File: config.mk
export PLATFORM = sky130hd
export DESIGN_NAME = id_ex_stage
export DESIGN_NICKNAME = d
export VERILOG_FILES = /design/src/rtl/id_ex_stage.sv
export SDC_FILE = /design/constraint.sdc
export NUM_CORES = 1
export LEC_CHECK = 0
export CORE_AREA = 4 4 164 166
export CTS_BUF_LIST = sky130_fd_sc_hd__clkbuf_4 sky130_fd_sc_hd__clkbuf_8
export DETAILED_ROUTE_END_ITERATION = 8
export DIE_AREA = 0 0 168 170
export PLACE_DENSITY = 0.74
export REMOVE_ABC_BUFFERS = 1
export SLEW_MARGIN = 0
export SYNTH_ARGS = -nofsm -noshare
export SYNTH_HDL_FRONTEND = slang
export SYNTH_SLANG_ARGS = --single-unit
File: constraint.sdc
create_clock -name clk -period 2.15 [get_ports clk]
set_clock_uncertainty 0.2 [all_clocks]
set_input_delay 0.3225 -clock clk [delete_from_list [all_inputs] [get_ports clk]]
set_output_delay 0.3225 -clock clk [all_outputs]
set_load 0.05 [all_outputs]
File: src/rtl/id_ex_stage.sv
// ID/EX pipeline register with EX operand forwarding, load-use stall and bubble counting.
// Capture latency is one cycle; srcA/srcB/store data and stall are combinational.
module id_ex_stage #(
  parameter int XLEN  = 32,
  parameter int CNT_W = 16
) (
  input  logic             clk,
  input  logic             rst,
  input  logic             valid_d,
  input  logic [4:0]       rs1_d,
  input  logic [4:0]       rs2_d,
  input  logic [4:0]       rd_d,
  input  logic [XLEN-1:0]  rd1_d,
  input  logic [XLEN-1:0]  rd2_d,
  input  logic [XLEN-1:0]  imm_d,
  input  logic [XLEN-1:0]  pc_d,
  input  logic [3:0]       alu_control_d,
  input  logic             alu_src_a_d,
  input  logic             alu_src_b_d,
  input  logic             reg_write_d,
  input  logic             mem_read_d,
  input  logic             mem_write_d,
  input  logic             branch_d,
  input  logic             jump_d,
  input  logic             flush_e,
  input  logic [4:0]       rd_m,
  input  logic             reg_write_m,
  input  logic [XLEN-1:0]  alu_result_m,
  input  logic [4:0]       rd_w,
  input  logic             reg_write_w,
  input  logic [XLEN-1:0]  result_w,
  output logic [XLEN-1:0]  src_a_e,
  output logic [XLEN-1:0]  src_b_e,
  output logic [XLEN-1:0]  write_data_e,
  output logic [3:0]       alu_control_e,
  output logic [4:0]       rd_e,
  output logic [XLEN-1:0]  pc_e,
  output logic [XLEN-1:0]  imm_e,
  output logic             valid_e,
  output logic             reg_write_e,
  output logic             mem_read_e,
  output logic             mem_write_e,
  output logic             branch_e,
  output logic             jump_e,
  output logic             stall_d,
  output logic [CNT_W-1:0] bubble_cnt
);

  typedef struct packed {
    logic            valid;
    logic [4:0]      rs1;
    logic [4:0]      rs2;
    logic [4:0]      rd;
    logic [XLEN-1:0] rd1;
    logic [XLEN-1:0] rd2;
    logic [XLEN-1:0] imm;
    logic [XLEN-1:0] pc;
    logic [3:0]      alu_control;
    logic            alu_src_a;
    logic            alu_src_b;
    logic            reg_write;
    logic            mem_read;
    logic            mem_write;
    logic            branch;
    logic            jump;
  } ex_t;

  ex_t              ex_q, ex_d;
  logic [CNT_W-1:0] cnt_q;
  logic             hazard;
  logic [XLEN-1:0]  fwd_a, fwd_b;

  // Conservative: both source fields are compared whatever the format.
  always_comb begin
    hazard = ex_q.valid & ex_q.mem_read & (ex_q.rd != 5'd0) & valid_d &
             ((ex_q.rd == rs1_d) | (ex_q.rd == rs2_d));
  end

  assign stall_d = hazard & ~flush_e;

  always_comb begin
    ex_d = '0;
    if (!flush_e && !hazard) begin
      ex_d.valid       = valid_d;
      ex_d.rs1         = rs1_d;
      ex_d.rs2         = rs2_d;
      ex_d.rd          = rd_d;
      ex_d.rd1         = (reg_write_w && rd_w != 5'd0 && rd_w == rs1_d) ? result_w : rd1_d;
      ex_d.rd2         = (reg_write_w && rd_w != 5'd0 && rd_w == rs2_d) ? result_w : rd2_d;
      ex_d.imm         = imm_d;
      ex_d.pc          = pc_d;
      ex_d.alu_control = alu_control_d;
      ex_d.alu_src_a   = alu_src_a_d;
      ex_d.alu_src_b   = alu_src_b_d;
      ex_d.reg_write   = reg_write_d;
      ex_d.mem_read    = mem_read_d;
      ex_d.mem_write   = mem_write_d;
      ex_d.branch      = branch_d;
      ex_d.jump        = jump_d;
    end
  end

  always_ff @(posedge clk) begin
    if (rst) begin
      ex_q  <= '0;
      cnt_q <= '0;
    end else begin
      ex_q <= ex_d;
      if (stall_d && cnt_q != {CNT_W{1'b1}}) cnt_q <= cnt_q + CNT_W'(1);
    end
  end

  // MEM result is younger than WB, so it wins; x0 never forwards.
  always_comb begin
    if (reg_write_m && rd_m != 5'd0 && rd_m == ex_q.rs1)      fwd_a = alu_result_m;
    else if (reg_write_w && rd_w != 5'd0 && rd_w == ex_q.rs1) fwd_a = result_w;
    else                                                      fwd_a = ex_q.rd1;
    if (reg_write_m && rd_m != 5'd0 && rd_m == ex_q.rs2)      fwd_b = alu_result_m;
    else if (reg_write_w && rd_w != 5'd0 && rd_w == ex_q.rs2) fwd_b = result_w;
    else                                                      fwd_b = ex_q.rd2;
  end

  assign src_a_e       = ex_q.alu_src_a ? ex_q.pc  : fwd_a;
  assign src_b_e       = ex_q.alu_src_b ? ex_q.imm : fwd_b;
  assign write_data_e  = fwd_b;
  assign alu_control_e = ex_q.alu_control;
  assign rd_e          = ex_q.rd;
  assign pc_e          = ex_q.pc;
  assign imm_e         = ex_q.imm;
  assign valid_e       = ex_q.valid;
  assign reg_write_e   = ex_q.reg_write;
  assign mem_read_e    = ex_q.mem_read;
  assign mem_write_e   = ex_q.mem_write;
  assign branch_e      = ex_q.branch;
  assign jump_e        = ex_q.jump;
  assign bubble_cnt    = cnt_q;

endmodule

==> results.json <==
{
  "arrival_ns": 2.55,
  "routed_wl_microns": 49200,
  "synth_cell_types": 42,
  "dpl_cell_area_sq_um": 15000,
  "syn_area_per_cell_sq_um": 8.58,
  "hold_viol_final": 0,
  "powerDensity_nw_per_um2": 489,
  "viasPerCell": 5.60,
  "ios": 426,
  "cts_sinks": 171,
  "post_drt_wl_per_cell_microns": 25.4,
  "reg2reg_slack_ns": -0.28,
  "rsz0062_at_grt": "yes",
  "violations": "negative setup slack",
  "p_leak_nw": 7.75,
  "drc": 0,
  "cp_data_required_time_ns": 1.63,
  "p_clk_share_pct": 26.7,
  "via_count": 10800,
  "clk_path_buf_depth": 2,
  "fin_ws_ns": -0.922,
  "start_util_pct": 35.9,
  "core_area_sq_um": 25600,
  "row_count": 59,
  "critPathCaptureType": "primary output",
  "synth_top_cell_by_area": "dfxtp_1",
  "seqPwrFrac_pct": 36.9,
  "hpwl_microns": 29400,
  "worstHoldPathCells": 2,
  "synthTopCellsByArea": "dfxtp_1, mux2i_1, buf_4, and2_1, nor2_1",
  "die_height_microns": 170,
  "async_flop_share_pct": 0,
  "design_area_sq_um": 18700,
  "synth.most_common_cell": "dfxtp_1",
  "hold_end": "rd_e[3]$_SDFF_PP0_",
  "swShare_pct": 35.1,
  "ys_seq_area_share_pct": 37.2,
  "drv_slew": 0,
  "routabilityCongestion": 0.911,
  "area_delta_synth_final_pct": 103,
  "worstHoldPathType": "in -> reg",
  "grt_max_degree": 49,
  "synthFlopType": "dfxtp_1",
  "nNetsFinal": 1823,
  "min_from": "rd_d[3]",
  "pwr-share-comb_pct": 36.4,
  "critPathKind": "in -> out",
  "r2r_cells": 11,
  "insertion_delay_ns": 0.47,
  "p_int_mw": 5.92,
  "dr.pass1.iters": 5,
  "cts_tree": "done",
  "syn_inst": 1072,
  "dieWidth_microns": 168,
  "ys_seq_elements": 171,
  "yosysTopAreaCellShare_pct": 37.2,
  "drt_iter0_drc": 854,
  "drv_cap": 0,
  "grt_pass1_wl_microns": 63800,
  "synth_edf_count": 0,
  "reg2reg_from": "rd_e[1]$_SDFF_PP0_",
  "cts_root_buf": "clkbuf_8",
  "yosys_warnings": 0,
  "final-setup-viol-count": 263,
  "period_needed_ns": 3.07,
  "grt_pass1_vias": 10900,
  "port_buffers": 425,
  "numCtsBuffers": 17,
  "r2r_end": "ex_q[151]$_SDFF_PP0_",
  "die-area_sq_um": 28600,
  "start_kind": "input port",
  "hold-worst-slack_ns": 0.216,
  "tightest_slew_ns": 0.610,
  "fin_crit_sh_pct": 143,
  "cts_max_level": 4,
  "clk_transition_reported_paths_ns": 0.11,
  "grt_overflow": 0,
  "run_status": "finished with violations",
  "ir_drop_mv": 0.390,
  "ys_top_cells_by_count": "dfxtp_1, nor2_1, and2_1",
  "ant_nets": 0,
  "max_slew_margin_pct": 59.3,
  "switchingPower_mw": 3.20,
  "syn_area_sq_um": 9190,
  "grt_usage_pct": 28.7,
  "layout-drive-gt1-share_pct": 48.0,
  "fillers": 1693,
  "antenna_found_initial": 2,
  "critPathMaxFanout": 31,
  "fmax_mhz": 326
}
==> power groups by stage <==
stage | clock, mW | combinational, mW | sequential (mW)
floorplan | 0 | 0.904 | 3.62
global placement | 0 | 2.62 | 3.42
detailed placement | 0 | 2.65 | 3.42
CTS | 2.43 | 2.98 | 3.36
global route | 2.57 | 3.43 | 3.37
finish | 2.44 | 3.32 | 3.36
==> cell families (layout without fill, tap and decap cells) <==
kind of cell	after synthesis	after routing	synth area share (%)
buffers and inverters	200	728	12.2
flip-flops	171	171	37.2
multiplexers	100	100	11.4
other	0	2	0
XOR/XNOR	40	40	3.81
AO/OA/AOI/OAI	159	159	11.9
AND/OR/NAND/NOR	401	401	23.3
adder cells (fa/ha/maj)	1	1	0.136
==> worst max-delay path by stage <==
stage                                end            startpoint  depth (start not counted)  slack [ns]
finish                        src_b_e[1]               rd_m[0]                          8       -0.92
detailed placement           src_a_e[28]               rd_w[1]                          9       -1.04
global placement             src_b_e[23]               rd_m[1]                          8       -1.01
global route                  src_b_e[1]  ex_q[147]$_SDFF_PP0_                          7       -0.98
CTS                           src_b_e[6]  ex_q[148]$_SDFF_PP0_                          8       -0.88
floorplan           ex_q[100]$_SDFF_PP0_    rd_e[3]$_SDFF_PP0_                          5       -1.99
==> cell type report <==
class / count / area (sq um) / area share, %
Timing Repair Buffer: 661 / 7600 / 40.7
Multi-Input combinational cell: 701 / 6670 / 35.8
Sequential cell: 171 / 3440 / 18.4
Tap cell: 335 / 419 / 2.25
Clock buffer: 19 / 262 / 1.40
Inverter: 36 / 135 / 0.724
Clock inverter: 12 / 133 / 0.711
Antenna cell: 2 / 5.00 / 0.0268
==> per-layer routing <==
layer	vias to the layer above	global-route usage, %	wire (microns)
li1	4716	-	-
met1	5327	33.8	18200
met2	645	49.2	24200
met3	154	7.39	4190
met4	2	13.4	2560
met5	-	0	13
==> cells in the final DEF, fill, tap and decap left out, types with 7 or more instances in the layout <==
cell type | Yosys | final
clkdlybuf4s50_1 | 0 | 223
buf_4 | 80 | 169
dfxtp_1 | 171 | 158
buf_12 | 0 | 100
and2_4 | 0 | 89
dlygate4sd2_1 | 0 | 74
mux2i_1 | 64 | 57
buf_6 | 6 | 50
nor2_1 | 112 | 47
nand2_1 | 42 | 41
nor2_4 | 0 | 37
inv_1 | 36 | 36
mux2_4 | 0 | 35
o31ai_1 | 39 | 32
nor2_2 | 0 | 28
a221oi_2 | 0 | 27
nor4_1 | 34 | 23
or3_4 | 0 | 22
a31oi_4 | 0 | 21
and3_1 | 34 | 20
clkbuf_8 | 0 | 19
xor2_1 | 23 | 18
or3_1 | 38 | 16
o21ai_1 | 6 | 15
and3_4 | 0 | 14
clkbuf_16 | 0 | 14
dfxtp_2 | 0 | 13
xnor2_1 | 17 | 12
o21ai_0 | 32 | 11
o21ai_2 | 1 | 11
buf_8 | 0 | 10
nand4_1 | 9 | 9
nor4_2 | 1 | 9
a21oi_2 | 0 | 9
buf_16 | 0 | 9
dlymetal6s2s_1 | 0 | 9
or4_4 | 1 | 8
nand3_1 | 9 | 7
==> critical path: stages <==
cell and delay (ns):
clkdlybuf4s50_1 0.53, xnor2_1 0.16, nand3_2 0.11, buf_4 0.32, nor4_1 0.54, a31oi_4 0.07, mux2_4 0.31, buf_12 0.15
==> flip-flops by register name, summed over array words and instances, names as in the netlist <==
name           count
ex_q              76
imm_e             32
pc_e              32
bubble_cnt        16
rd_e               5
alu_control_e      4
branch_e           1
jump_e             1
mem_read_e         1
mem_write_e        1
reg_write_e        1
valid_e            1
==> repair_timing <==
item / in CTS / in global routing
hold buffers: 0 / 0
setup buffers: 28 / 18
cloned: 17 / 19
pin swaps: 131 / 138
gates resized for setup: 357 / 314
endpoints found under the setup margin: 229 / 276
==> stage by stage <==
stage	setup WS [ns]	setup TNS, ns	power [mW]	instances	utilization (%)
floorplan	-1.99	-421.75	4.52	908	-
global placement	-1.01	-150.97	6.04	1833	58.4
detailed placement	-1.04	-159.12	6.07	1833	58.4
CTS	-0.877	-92.14	8.77	1909	67.2
global route	-0.976	-121.12	9.37	1936	72.8
finish	-0.922	-103.66	9.12	1937	72.8
(Power assumes the default switching activity.)
